<file path="config.mk">
export PLATFORM = sky130hd
export DESIGN_NAME = hazard_ctrl_flat
export DESIGN_NICKNAME = d
export VERILOG_FILES = /design/src/rtl/hazard_ctrl_pkg.sv /design/src/rtl/hazard_ctrl_if.sv /design/src/rtl/hazard_ctrl_fwd_select.sv /design/src/rtl/hazard_ctrl.sv /design/src/flat_wrapper.sv
export SDC_FILE = /design/constraint.sdc
export NUM_CORES = 1
export LEC_CHECK = 0
export BUFFER_PORTS_ARGS = -buffer_cell sky130_fd_sc_hd__buf_4
export CAP_MARGIN = 20
export CORE_MARGIN = 2
export CORE_UTILIZATION = 25
export DETAILED_ROUTE_END_ITERATION = 10
export PLACE_DENSITY = 0.57
export SLEW_MARGIN = 10
export SYNTH_ARGS = -nofsm -noshare
export SYNTH_HDL_FRONTEND = slang
export SYNTH_HIERARCHICAL = 1
export SYNTH_SLANG_ARGS = --single-unit
</file>
<file path="constraint.sdc">
create_clock -name CLOCK -period 2.2 [get_ports CLOCK]
set_input_delay 0.22 -clock CLOCK [delete_from_list [all_inputs] [get_ports CLOCK]]
set_output_delay 0.22 -clock CLOCK [all_outputs]
set_load 0.02 [all_outputs]
</file>
<file path="src/rtl/hazard_ctrl_pkg.sv">
// -----------------------------------------------------------------------------
// cpu_pkg: shared types and constants for the hazard controller of the
// 5-stage pipeline (IF, ID, EX, MEM, WB).
//   fwd_sel_t    : EX operand source select (regfile / WB result / MEM ALU result)
//   halt_state_t : halt state machine encoding
//   HALT_WORD    : instruction word that triggers the halt sequence
// -----------------------------------------------------------------------------
package cpu_pkg;

  typedef enum logic [1:0] {
    FWD_RF  = 2'b00,
    FWD_WB  = 2'b01,
    FWD_MEM = 2'b10
  } fwd_sel_t;

  typedef enum logic [1:0] {
    RUN    = 2'b00,
    DRAIN  = 2'b01,
    HALTED = 2'b10
  } halt_state_t;

  localparam logic [31:0] HALT_WORD = 32'hFFFF_FFFF;

endpackage

</file>
<file path="src/rtl/hazard_ctrl_if.sv">
// -----------------------------------------------------------------------------
// hazard_ctrl_if: bundle between the pipeline and the hazard controller.
//   Pipeline -> controller : instr_f, rs_d/rt_d, rs_e/rt_e, write_reg_*,
//                            reg_write_*, mem_to_reg_e, mem_access_m,
//                            branch_taken_m
//   Controller -> pipeline : stall_f/d/e/m, flush_d/e/m, fwd_a_e/fwd_b_e, halted
//   HAZARD_PERF_CNT_EN     : adds perf_stall_cnt, perf_flush_cnt, perf_cycle_cnt
// Modports: master = pipeline side, slave = hazard controller.
// -----------------------------------------------------------------------------
interface hazard_ctrl_if #(
  parameter int REG_ADDR_W = 5
);
  import cpu_pkg::*;

  logic [31:0]           instr_f;
  logic [REG_ADDR_W-1:0] rs_d, rt_d, rs_e, rt_e;
  logic [REG_ADDR_W-1:0] write_reg_e, write_reg_m, write_reg_w;
  logic                  reg_write_e, reg_write_m, reg_write_w;
  logic                  mem_to_reg_e, mem_access_m, branch_taken_m;

  logic                  stall_f, stall_d, stall_e, stall_m;
  logic                  flush_d, flush_e, flush_m;
  fwd_sel_t              fwd_a_e, fwd_b_e;
  logic                  halted;

`ifdef HAZARD_PERF_CNT_EN
  logic [31:0]           perf_stall_cnt, perf_flush_cnt, perf_cycle_cnt;

  modport master (
    output instr_f, rs_d, rt_d, rs_e, rt_e, write_reg_e, write_reg_m, write_reg_w,
           reg_write_e, reg_write_m, reg_write_w, mem_to_reg_e, mem_access_m, branch_taken_m,
    input  stall_f, stall_d, stall_e, stall_m, flush_d, flush_e, flush_m,
           fwd_a_e, fwd_b_e, halted, perf_stall_cnt, perf_flush_cnt, perf_cycle_cnt
  );
  modport slave (
    input  instr_f, rs_d, rt_d, rs_e, rt_e, write_reg_e, write_reg_m, write_reg_w,
           reg_write_e, reg_write_m, reg_write_w, mem_to_reg_e, mem_access_m, branch_taken_m,
    output stall_f, stall_d, stall_e, stall_m, flush_d, flush_e, flush_m,
           fwd_a_e, fwd_b_e, halted, perf_stall_cnt, perf_flush_cnt, perf_cycle_cnt
  );
`else
  modport master (
    output instr_f, rs_d, rt_d, rs_e, rt_e, write_reg_e, write_reg_m, write_reg_w,
           reg_write_e, reg_write_m, reg_write_w, mem_to_reg_e, mem_access_m, branch_taken_m,
    input  stall_f, stall_d, stall_e, stall_m, flush_d, flush_e, flush_m,
           fwd_a_e, fwd_b_e, halted
  );
  modport slave (
    input  instr_f, rs_d, rt_d, rs_e, rt_e, write_reg_e, write_reg_m, write_reg_w,
           reg_write_e, reg_write_m, reg_write_w, mem_to_reg_e, mem_access_m, branch_taken_m,
    output stall_f, stall_d, stall_e, stall_m, flush_d, flush_e, flush_m,
           fwd_a_e, fwd_b_e, halted
  );
`endif

endinterface

</file>
<file path="src/rtl/hazard_ctrl_fwd_select.sv">
// -----------------------------------------------------------------------------
// fwd_select: combinational forwarding select for one EX source register.
//   src_i                        : EX source register index
//   write_reg_m_i, reg_write_m_i : MEM-stage destination and write enable
//   write_reg_w_i, reg_write_w_i : WB-stage destination and write enable
//   sel_o                        : FWD_MEM, FWD_WB or FWD_RF
// The MEM stage holds the younger result, so it wins when both stages match.
// Register 0 is hard-wired zero and is never forwarded.
// -----------------------------------------------------------------------------
module fwd_select
  import cpu_pkg::*;
#(
  parameter int REG_ADDR_W = 5
) (
  input  logic [REG_ADDR_W-1:0] src_i,
  input  logic [REG_ADDR_W-1:0] write_reg_m_i,
  input  logic [REG_ADDR_W-1:0] write_reg_w_i,
  input  logic                  reg_write_m_i,
  input  logic                  reg_write_w_i,
  output fwd_sel_t              sel_o
);

  always_comb begin
    sel_o = FWD_RF;
    if (reg_write_m_i && (write_reg_m_i != '0) && (write_reg_m_i == src_i)) begin
      sel_o = FWD_MEM;
    end else if (reg_write_w_i && (write_reg_w_i != '0) && (write_reg_w_i == src_i)) begin
      sel_o = FWD_WB;
    end
  end

endmodule

</file>
<file path="src/rtl/hazard_ctrl.sv">
// -----------------------------------------------------------------------------
// hazard_ctrl: hazard controller for the 5-stage pipeline (branches resolve in
// MEM). Produces EX forwarding selects, load-use stalls, branch flushes, the
// multi-cycle data-memory freeze and the halt/drain sequence.
//   CLOCK, RESET : clock and synchronous active-high reset
//   hz (slave)   : pipeline hazard info in, stall/flush/forward/halted out
// Optional feature macro: HAZARD_PERF_CNT_EN (saturating perf counters).
// -----------------------------------------------------------------------------
module hazard_ctrl
  import cpu_pkg::*;
#(
  parameter int          REG_ADDR_W   = 5,
  parameter int          MEM_LAT      = 1,
  parameter int          DRAIN_CYCLES = 4,
  parameter logic [31:0] HALT_INSTR   = HALT_WORD
) (
  input  logic          CLOCK,
  input  logic          RESET,
  hazard_ctrl_if.slave  hz
);

  localparam int             MCW        = $clog2(MEM_LAT) + 1;
  localparam logic [MCW-1:0] MEM_LAST   = MCW'(MEM_LAT - 1);
  localparam int             DCW        = $clog2(DRAIN_CYCLES + 1);
  localparam logic [DCW-1:0] DRAIN_LOAD = DCW'(DRAIN_CYCLES);

  halt_state_t    state_q, state_d;
  logic [MCW-1:0] mem_cnt_q, mem_cnt_d;
  logic [DCW-1:0] drain_cnt_q, drain_cnt_d;

  fwd_sel_t fwd_a, fwd_b;
  logic     mem_stall, load_use, branch;
  logic     stall_f_c, stall_d_c, stall_e_c, stall_m_c;
  logic     flush_d_c, flush_e_c, flush_m_c, halted_c, br_flush_c;

  fwd_select #(.REG_ADDR_W(REG_ADDR_W)) u_fwd_a (
    .src_i         (hz.rs_e),
    .write_reg_m_i (hz.write_reg_m),
    .write_reg_w_i (hz.write_reg_w),
    .reg_write_m_i (hz.reg_write_m),
    .reg_write_w_i (hz.reg_write_w),
    .sel_o         (fwd_a)
  );

  fwd_select #(.REG_ADDR_W(REG_ADDR_W)) u_fwd_b (
    .src_i         (hz.rt_e),
    .write_reg_m_i (hz.write_reg_m),
    .write_reg_w_i (hz.write_reg_w),
    .reg_write_m_i (hz.reg_write_m),
    .reg_write_w_i (hz.reg_write_w),
    .sel_o         (fwd_b)
  );

  // Access in MEM stalls until the counter reaches its final cycle.
  assign mem_stall = hz.mem_access_m && (mem_cnt_q != MEM_LAST);
  assign load_use  = hz.mem_to_reg_e && hz.reg_write_e && (hz.write_reg_e != '0) &&
                     ((hz.write_reg_e == hz.rs_d) || (hz.write_reg_e == hz.rt_d));
  assign branch    = hz.branch_taken_m;

  always_comb begin
    state_d     = state_q;
    drain_cnt_d = drain_cnt_q;
    mem_cnt_d   = mem_stall ? (mem_cnt_q + MCW'(1)) : '0;
    stall_f_c   = 1'b0;
    stall_d_c   = 1'b0;
    stall_e_c   = 1'b0;
    stall_m_c   = 1'b0;
    flush_d_c   = 1'b0;
    flush_e_c   = 1'b0;
    flush_m_c   = 1'b0;
    halted_c    = 1'b0;
    br_flush_c  = 1'b0;
    unique case (state_q)
      RUN: begin
        // Priority: memory freeze, then branch flush, then load-use bubble.
        if (mem_stall) begin
          {stall_f_c, stall_d_c, stall_e_c, stall_m_c} = 4'b1111;
        end else if (branch) begin
          {flush_d_c, flush_e_c, flush_m_c} = 3'b111;
          br_flush_c = 1'b1;
        end else if (load_use) begin
          stall_f_c = 1'b1;
          stall_d_c = 1'b1;
          flush_e_c = 1'b1;
        end
        if ((hz.instr_f == HALT_INSTR) && !stall_f_c && !branch) begin
          state_d     = DRAIN;
          drain_cnt_d = DRAIN_LOAD;
        end
      end
      DRAIN: begin
        // PC frozen on the halt word; IF/ID refilled with bubbles.
        stall_f_c = 1'b1;
        flush_d_c = 1'b1;
        if (mem_stall) begin
          {stall_d_c, stall_e_c, stall_m_c} = 3'b111;
        end else if (branch) begin
          // Halt word was fetched down a mispredicted path: resume.
          {flush_e_c, flush_m_c} = 2'b11;
          br_flush_c = 1'b1;
          state_d    = RUN;
        end else begin
          if (drain_cnt_q == DCW'(1)) begin
            state_d = HALTED;
          end
          drain_cnt_d = drain_cnt_q - DCW'(1);
        end
      end
      HALTED: begin
        halted_c = 1'b1;
        {stall_f_c, stall_d_c, stall_e_c, stall_m_c} = 4'b1111;
      end
      default: state_d = RUN;
    endcase
  end

  always_ff @(posedge CLOCK) begin
    if (RESET) begin
      state_q     <= RUN;
      mem_cnt_q   <= '0;
      drain_cnt_q <= '0;
    end else begin
      state_q     <= state_d;
      mem_cnt_q   <= mem_cnt_d;
      drain_cnt_q <= drain_cnt_d;
    end
  end

  // Outputs forced low while reset is asserted so the pipeline sees no
  // spurious stall/flush/forward from stale inputs.
  assign hz.stall_f = stall_f_c && !RESET;
  assign hz.stall_d = stall_d_c && !RESET;
  assign hz.stall_e = stall_e_c && !RESET;
  assign hz.stall_m = stall_m_c && !RESET;
  assign hz.flush_d = flush_d_c && !RESET;
  assign hz.flush_e = flush_e_c && !RESET;
  assign hz.flush_m = flush_m_c && !RESET;
  assign hz.halted  = halted_c  && !RESET;
  assign hz.fwd_a_e = RESET ? FWD_RF : fwd_a;
  assign hz.fwd_b_e = RESET ? FWD_RF : fwd_b;

`ifdef HAZARD_PERF_CNT_EN
  logic [31:0] perf_stall_q, perf_flush_q, perf_cycle_q;

  always_ff @(posedge CLOCK) begin
    if (RESET) begin
      perf_stall_q <= '0;
      perf_flush_q <= '0;
      perf_cycle_q <= '0;
    end else begin
      if ((state_q == RUN) && stall_f_c && (perf_stall_q != '1)) begin
        perf_stall_q <= perf_stall_q + 32'd1;
      end
      if (br_flush_c && (perf_flush_q != '1)) begin
        perf_flush_q <= perf_flush_q + 32'd1;
      end
      if ((state_q != HALTED) && (perf_cycle_q != '1)) begin
        perf_cycle_q <= perf_cycle_q + 32'd1;
      end
    end
  end

  assign hz.perf_stall_cnt = perf_stall_q;
  assign hz.perf_flush_cnt = perf_flush_q;
  assign hz.perf_cycle_cnt = perf_cycle_q;
`endif

endmodule

</file>
<file path="src/flat_wrapper.sv">
// flat-port wrapper written by rule: the top's interface ports become plain ports
module hazard_ctrl_flat import cpu_pkg::*;
#(
  parameter int          REG_ADDR_W   = 5,
  parameter int          MEM_LAT      = 1,
  parameter int          DRAIN_CYCLES = 4,
  parameter logic [31:0] HALT_INSTR   = HALT_WORD
)
  (CLOCK, RESET, hz_instr_f, hz_rs_d, hz_rt_d, hz_rs_e, hz_rt_e, hz_write_reg_e, hz_write_reg_m, hz_write_reg_w, hz_reg_write_e, hz_reg_write_m, hz_reg_write_w, hz_mem_to_reg_e, hz_mem_access_m, hz_branch_taken_m, hz_stall_f, hz_stall_d, hz_stall_e, hz_stall_m, hz_flush_d, hz_flush_e, hz_flush_m, hz_fwd_a_e, hz_fwd_b_e, hz_halted);
  hazard_ctrl_if #(.REG_ADDR_W(REG_ADDR_W)) hz_i ();
  input  logic CLOCK;
  input  logic RESET;
  input wire logic [$bits(hz_i.instr_f)-1:0] hz_instr_f;
  input wire logic [$bits(hz_i.rs_d)-1:0] hz_rs_d;
  input wire logic [$bits(hz_i.rt_d)-1:0] hz_rt_d;
  input wire logic [$bits(hz_i.rs_e)-1:0] hz_rs_e;
  input wire logic [$bits(hz_i.rt_e)-1:0] hz_rt_e;
  input wire logic [$bits(hz_i.write_reg_e)-1:0] hz_write_reg_e;
  input wire logic [$bits(hz_i.write_reg_m)-1:0] hz_write_reg_m;
  input wire logic [$bits(hz_i.write_reg_w)-1:0] hz_write_reg_w;
  input wire logic [$bits(hz_i.reg_write_e)-1:0] hz_reg_write_e;
  input wire logic [$bits(hz_i.reg_write_m)-1:0] hz_reg_write_m;
  input wire logic [$bits(hz_i.reg_write_w)-1:0] hz_reg_write_w;
  input wire logic [$bits(hz_i.mem_to_reg_e)-1:0] hz_mem_to_reg_e;
  input wire logic [$bits(hz_i.mem_access_m)-1:0] hz_mem_access_m;
  input wire logic [$bits(hz_i.branch_taken_m)-1:0] hz_branch_taken_m;
  output wire logic [$bits(hz_i.stall_f)-1:0] hz_stall_f;
  output wire logic [$bits(hz_i.stall_d)-1:0] hz_stall_d;
  output wire logic [$bits(hz_i.stall_e)-1:0] hz_stall_e;
  output wire logic [$bits(hz_i.stall_m)-1:0] hz_stall_m;
  output wire logic [$bits(hz_i.flush_d)-1:0] hz_flush_d;
  output wire logic [$bits(hz_i.flush_e)-1:0] hz_flush_e;
  output wire logic [$bits(hz_i.flush_m)-1:0] hz_flush_m;
  output wire logic [$bits(hz_i.fwd_a_e)-1:0] hz_fwd_a_e;
  output wire logic [$bits(hz_i.fwd_b_e)-1:0] hz_fwd_b_e;
  output wire logic [$bits(hz_i.halted)-1:0] hz_halted;
  assign hz_i.instr_f = hz_instr_f;
  assign hz_i.rs_d = hz_rs_d;
  assign hz_i.rt_d = hz_rt_d;
  assign hz_i.rs_e = hz_rs_e;
  assign hz_i.rt_e = hz_rt_e;
  assign hz_i.write_reg_e = hz_write_reg_e;
  assign hz_i.write_reg_m = hz_write_reg_m;
  assign hz_i.write_reg_w = hz_write_reg_w;
  assign hz_i.reg_write_e = hz_reg_write_e;
  assign hz_i.reg_write_m = hz_reg_write_m;
  assign hz_i.reg_write_w = hz_reg_write_w;
  assign hz_i.mem_to_reg_e = hz_mem_to_reg_e;
  assign hz_i.mem_access_m = hz_mem_access_m;
  assign hz_i.branch_taken_m = hz_branch_taken_m;
  assign hz_stall_f = hz_i.stall_f;
  assign hz_stall_d = hz_i.stall_d;
  assign hz_stall_e = hz_i.stall_e;
  assign hz_stall_m = hz_i.stall_m;
  assign hz_flush_d = hz_i.flush_d;
  assign hz_flush_e = hz_i.flush_e;
  assign hz_flush_m = hz_i.flush_m;
  assign hz_fwd_a_e = hz_i.fwd_a_e;
  assign hz_fwd_b_e = hz_i.fwd_b_e;
  assign hz_halted = hz_i.halted;
  hazard_ctrl #(.REG_ADDR_W(REG_ADDR_W), .MEM_LAT(MEM_LAT), .DRAIN_CYCLES(DRAIN_CYCLES), .HALT_INSTR(HALT_INSTR)) u_core (.CLOCK(CLOCK), .RESET(RESET), .hz(hz_i));
endmodule
</file>
==> key figures, run 1 <==
Route
  – Post-DR vias/cell: ~4.6
  – DRC: 0
  – DRT Wirelength: ~3.3 mm
  – Post-detailed-route count of antenna-violating nets: 0
  – Vias: approximately 1300
  – WL per Instance: 12.0 um
  – Initial DRC count: 16
  – Drt first pass iters: 4

STA
  – Fmax: between 400 and 500 MHz
  – RSZ-0062 raised after global routing: false
  – Final min period: approximately 2.1 ns
  – Setup TNS Final: 0 ns
  – Final Skew: 0.000775 ns
  – Final setup vio count: 0
  – Final Hold Viols: 0
  – Period utilization: 0.956
  – Slew Viols, Final: 0

Setup path
  – CP endpoint kind: output pin
  – CP required: roughly 2.0 ns
  – CP max FO: 6
  – FF-to-FF Start: u_core/state_q[1]$_SDFFE_PP0P_
  – Crit path kind: register to output pin
  – CP arrival: approximately 1.9 ns
  – Worst setup SP type: register
  – RR Endpoint: u_core/state_q[0]$_SDFFE_PP0P_
  – Worst Reg-to-Reg Cells: 7
  – Reg2Reg Setup Slack: between 0.2 and 0.3 ns

Yosys
  – Sequential fraction of the synthesis area: 0.115
  – Netlist cell types: 35
  – Synth Instances: 136
  – FFs w/ async S/R, synth: 0
  – Synth Flop Type: dfxtp_1
  – Avg Cell Area, Syn: 7.66 um2
  – Seq cells post-synth: 6
  – Number of synthesized flops with an enable pin: 0
  – Area leader, netlist: xor2_1
  – Synth Cell Area: 1040 um2
  – Top cells by area, synth: xor2_1, dfxtp_1, xnor2_1, ha_1, nor3_1
  – Syn_nets: 217
  – Count leader, synth: xor2_1
  – Top cells by count, synth: xor2_1, nor2_1, xnor2_1
  – YS warnings: 6
  – Share of the synthesized area in the top cell type: 0.134

Final layout
  – Seq. cell area: roughly 120 um2
  – Nets: approximately 310
  – Layout area overhead: 72.4%
  – Final core occ: 0.449
  – # fillers: between 300 and 400
  – Antenna Cells: 0
  – Share of cells above drive strength 1: 0.462
  – Multi-input logic area: about 900 um2

Flow run
  – Max_cap viols: 0

Clock tree
  – Clock transition at path regs: 0.04 ns
  – Clk sink count: 6
  – Root Buffer: clkbuf_8
  – Clock Latency Late Sink: roughly 0.22 ns
  – Quantity of hold-fixing buffers added after cts: 0
  – CTS tree: done
  – CTS H-tree lvls: 1
  – CTS max path bufs: 2
  – Cts bufs inserted: 3

Power
  – Power per cell area: approximately 290 nW/um2
  – Static Leak: 0.813 nW
  – Worst vdd ir: approximately 0.23 mV

GRT
  – GRT Total Usage: 0.130
  – Total congestion overflow: 0
  – Initial antenna violation count: 0
  – Via count of the first global-routing pass: ~1100
  – Pin count of the biggest net entering global routing: 19
  – First-pass GRT wire length: ~4.7 mm

Die
  – Die height: 68.6 um
  – Io pins: 87
  – Die area: 4700 um2
  – Starting density of the core: 0.261
  – Die X: 68.6 um
  – Core area: 4000 um2
  – Rows: 23

Placement
  – # port buffers: 86
  – DPL Wire Length: approximately 2.9 mm
  – Routability cong.: roughly 0.74

Hold path
  – Hold EP: u_core/drain_cnt_q[2]$_SDFFE_PP0P_
  – Worst hold path type: input port to register
  – Hold path depth: 2
  – Hold Crit Start: RESET

Outcome
  – Outcome: completed
## flip-flops by register name, indices dropped and copies added, names as in the netlist
signal              cells
u_core/drain_cnt_q      3
u_core/state_q          2
u_core/mem_cnt_q        1
## cells by family (layout without fill, tap and decap cells)
logic type	Yosys count	count (layout)	synth area share
other	1	1	0.00360
multiplexers	1	1	0.00960
AO/OA/AOI/OAI	21	21	0.186
AND/OR/NAND/NOR	67	67	0.363
XOR/XNOR	26	26	0.218
flip-flops	6	6	0.115
adder cells (fa/ha/maj)	6	6	0.0720
buffers and inverters	8	95	0.0324
## how the worst max path moves through the flow
stage	start	to	slack (ns)
6_report	u_core/state_q[1]$_SDFFE_PP0P_	hz_stall_d	0.1
4_1_cts	u_core/state_q[0]$_SDFFE_PP0P_	hz_stall_d	0.02
3_3_place_gp	hz_write_reg_e[1]	u_core/state_q[0]$_SDFFE_PP0P_	0.16
3_5_place_dp	hz_write_reg_e[1]	u_core/state_q[0]$_SDFFE_PP0P_	0.14
5_1_grt	u_core/state_q[1]$_SDFFE_PP0P_	hz_stall_d	0.0006
2_1_floorplan	u_core/state_q[0]$_SDFFE_PP0P_	hz_stall_d	0.19
## per-layer routing
metal / vias up / GRT usage / routed length, um
met5: - / 0 / 0
met4: 0 / 0.0300 / 19
met3: 3 / 0.0341 / 251
met2: 44 / 0.204 / 1610
met1: 555 / 0.177 / 1390
li1: 667 / - / -
## cells in the final DEF, fill, tap and decap left out, types with 2 or more instances in the layout
cell	n
xnor2_1	10
o41ai_2	2
nor4_1	4
clkbuf_8	3
dfxtp_1	6
nand2b_1	5
nor2b_1	6
ha_1	5
o31ai_1	5
a211oi_2	2
and3_1	2
nand3_1	7
buf_4	87
nor3_2	2
a21oi_1	6
nand2_1	8
inv_1	4
xor2_1	16
or4_1	3
nor3_1	8
nor3b_1	2
nand4_1	6
nor2_1	10
## worst max-delay path, stage by stage (launching register included)
cell,delay (ns)
dfxtp_1,0.34
inv_1,0.15
ha_4,0.18
or3b_2,0.47
o21ai_0,0.14
nor3b_1,0.20
buf_4,0.18
## metrics by stage
step	instance area [um2]	total power [W]	hold slack, ns	instances	setup slack, ns
5_1_grt	1800	0.000547	0.322	273	0.000645
3_3_place_gp	1740	0.000349	0.498	270	0.156
3_5_place_dp	1740	0.000348	0.504	270	0.137
2_1_floorplan	1040	0.000203	0.473	136	0.194
6_report	1800	0.000514	0.311	273	0.0974
4_1_cts	1780	0.000521	0.306	273	0.0191
## layout make-up
cell class	count	share of cell area
Timing Repair Buffer	87	0.364
Clock buffer	3	0.0230
Multi-Input combinational cell	122	0.501
Inverter	5	0.0104
Sequential cell	6	0.0669
Tap cell	50	0.0348
## repair_timing
action	4_1_cts	5_1_grt
setup buffers	0	0
gates resized for setup	0	3
setup endpoints to repair	0	1
## report_power, final
group / leakage (nW) / switching [W] / total [W] / internal (W)
combinational: 0.742 / 0.0000968 / 0.000234 / 0.000137
clock: 0.0216 / 0.0000508 / 0.000169 / 0.000118
sequential: 0.0487 / 0.000000766 / 0.000111 / 0.000110
total: 0.813 / 0.000148 / 0.000514 / 0.000365
Note: power is estimated with default switching activity, not from simulation.
==> inputs of run 2 (changes only) <==
--- a/config.mk
+++ b/config.mk
@@ -9,2 +9,3 @@
 export CAP_MARGIN = 20
+export CORE_ASPECT_RATIO = 1.2
 export CORE_MARGIN = 2
--- a/constraint.sdc
+++ b/constraint.sdc
@@ -3,2 +3,2 @@
 set_output_delay 0.22 -clock CLOCK [all_outputs]
-set_load 0.02 [all_outputs]
+set_load 0.1 [all_outputs]
==> key figures, run 2 (synthesis gave the netlist of run 1 again) <==
Outcome
  – Outcome: completed

Placement
  – # port buffers: 86
  – DP Worst Slack: between 0.1 and 0.15 ns
  – DPL Wire Length: roughly 2.9 mm
  – Routability cong.: just under 0.8

Die
  – Starting density of the core: 0.262
  – Die area: between 4000 and 5000 um2
  – Core area: 3970 um2
  – Io pins: 87
  – Die height: around 75 um
  – Die X: between 60 and 70 um
  – Rows: 25

Setup path
  – Critical path's slowest cell: or3b_2
  – WP buf/inv: 2
  – Crit path kind: register to output pin
  – CP required: 1.98 ns
  – CP max FO: 6
  – Critical Path Max Stage Delay: between 0.4 and 0.5 ns
  – Worst setup SP type: register
  – Worst Reg-to-Reg Cells: 7
  – CP endpoint kind: output pin
  – CP arrival: 1.87 ns
  – CP delay by family, top: simple AND/OR/NAND/NOR gates
  – CP cell instances: inv_2 > ha_4 > or3b_2 > o21ai_2 > nor3b_4 > buf_12
  – Crit path depth: 6

STA
  – Final Hold Viols: 0
  – Final min period: 2.09 ns
  – Slew Viols, Final: 0
  – Final setup vio count: 0
  – Period utilization: 0.949
  – Setup ws final: 0.112 ns
  – Fmax: ~480 MHz
  – Final Skew: slightly above 0.0007 ns
  – Setup TNS Final: 0 ns

Final layout
  – Largest Register: u_core/drain_cnt_q
  – Share of cells above drive strength 1: 0.520
  – Final core occ: 0.469
  – Layout area overhead: 78.9%
  – Seq. cell area: roughly 120 um2
  – Antenna Cells: 0
  – Commonest non-fill, non-tap cells in the layout: buf_4, xor2_1, xnor2_1, nor2_1, nand2_1
  – Max reg flops: 3
  – Multi-input logic area: 950 um2
  – # fillers: ~410
  – Biggest regs: u_core/drain_cnt_q: 3 flops, u_core/state_q: 2 flops, u_core/mem_cnt_q: 1 flops
  – Nets: 306
  – Leading cell type in the layout, fill and taps excluded: buf_4

Clock tree
  – Clock transition at path regs: around 0.040 ns
  – CTS tree: done
  – CTS max path bufs: 2
  – Root Buffer: clkbuf_8
  – Cts bufs inserted: 3
  – Clk sink count: 6
  – Postcts setup bufs: 0
  – CTS H-tree lvls: 1
  – Clock Latency Late Sink: roughly 0.22 ns

Route
  – WL per Instance: ~12 um
  – Routed wl met3: 346 um
  – Vias: 1317
  – DRT Wirelength: between 3 and 4 mm
  – Top Layer Used: met4
  – Drt first pass iters: 2
  – DRC: 0
  – Post-detailed-route count of antenna-violating nets: 0
  – Post-DR vias/cell: between 4 and 5
  – Met2 WL: about 1.7 mm
  – Metal1 wirelength: 1.19 mm
  – Initial DRC count: 35

Power
  – Power per cell area: between 200 and 300 nW/um2
  – Worst vdd ir: roughly 0.16 mV
  – Static Leak: 0.820 nW

GRT
  – First-pass GRT wire length: approximately 5.4 mm
  – Pin count of the biggest net entering global routing: 19
  – GRT Total Usage: 0.144
  – Via count of the first global-routing pass: ~1400
  – Total congestion overflow: 0
  – Initial antenna violation count: 0

Flow run
  – Max_cap viols: 0

Hold path
  – Hold path depth: 2
  – Worst hold path type: input port to register
run 2: metrics by stage:
| step | hold WS [ns] | instance area, um2 | std cells | total power [W] |
|---|---|---|---|---|
| 2_1_floorplan | 0.473 | 1080 | 136 | 0.000249 |
| 3_3_place_gp | 0.501 | 1790 | 274 | 0.000395 |
| 3_5_place_dp | 0.513 | 1790 | 274 | 0.000395 |
| 4_1_cts | 0.374 | 1850 | 277 | 0.000565 |
| 5_1_grt | 0.411 | 1860 | 277 | 0.000596 |
| 6_report | 0.374 | 1860 | 277 | 0.000558 |
run 2: path summary, 6_finish.rpt:
path                                 startpoint                                 end  slack (ns)
max              u_core/state_q[0]$_SDFFE_PP0P_                          hz_stall_d        0.11
max reg2reg      u_core/state_q[0]$_SDFFE_PP0P_      u_core/state_q[0]$_SDFFE_PP0P_        0.29
min reg2reg  u_core/drain_cnt_q[0]$_SDFFE_PP0P_  u_core/drain_cnt_q[0]$_SDFFE_PP0P_        0.51
min                                       RESET  u_core/drain_cnt_q[2]$_SDFFE_PP0P_        0.37
run 2: final cells by class:
type	instances	area share
multi-input combinational	122	0.509
timing repair buffer	87	0.357
sequential	6	0.0651
tap	54	0.0362
clock buffer	3	0.0221
inverter	5	0.0101
run 2: per-layer routing:
| layer | vias up | GRT usage |
|---|---|---|
| li1 | 671 | - |
| met1 | 575 | 0.137 |
| met2 | 69 | 0.300 |
| met3 | 2 | 0.0493 |
| met4 | 0 | 0.0296 |
| met5 | - | 0 |
run 2: repair_timing:
| item | CTS | global route |
|---|---|---|
| endpoints found under the setup margin | 1 | 1 |
| hold buffers | 0 | 0 |
| gates resized for setup | 7 | 4 |
run 2: worst register-to-register path: stages, from the launching register on:
cell      delay, ns
dfxtp_1        0.37
inv_2          0.08
ha_4           0.18
or2_1          0.27
a31oi_2        0.26
nand2b_1       0.11
or4b_1         0.48
o31ai_1        0.08
run 2: power breakdown:
part           switching, W  internal, W  leakage, nW
Clock             0.0000451     0.000117       0.0216
Combinational      0.000142     0.000142        0.749
Sequential      0.000000977     0.000110       0.0492
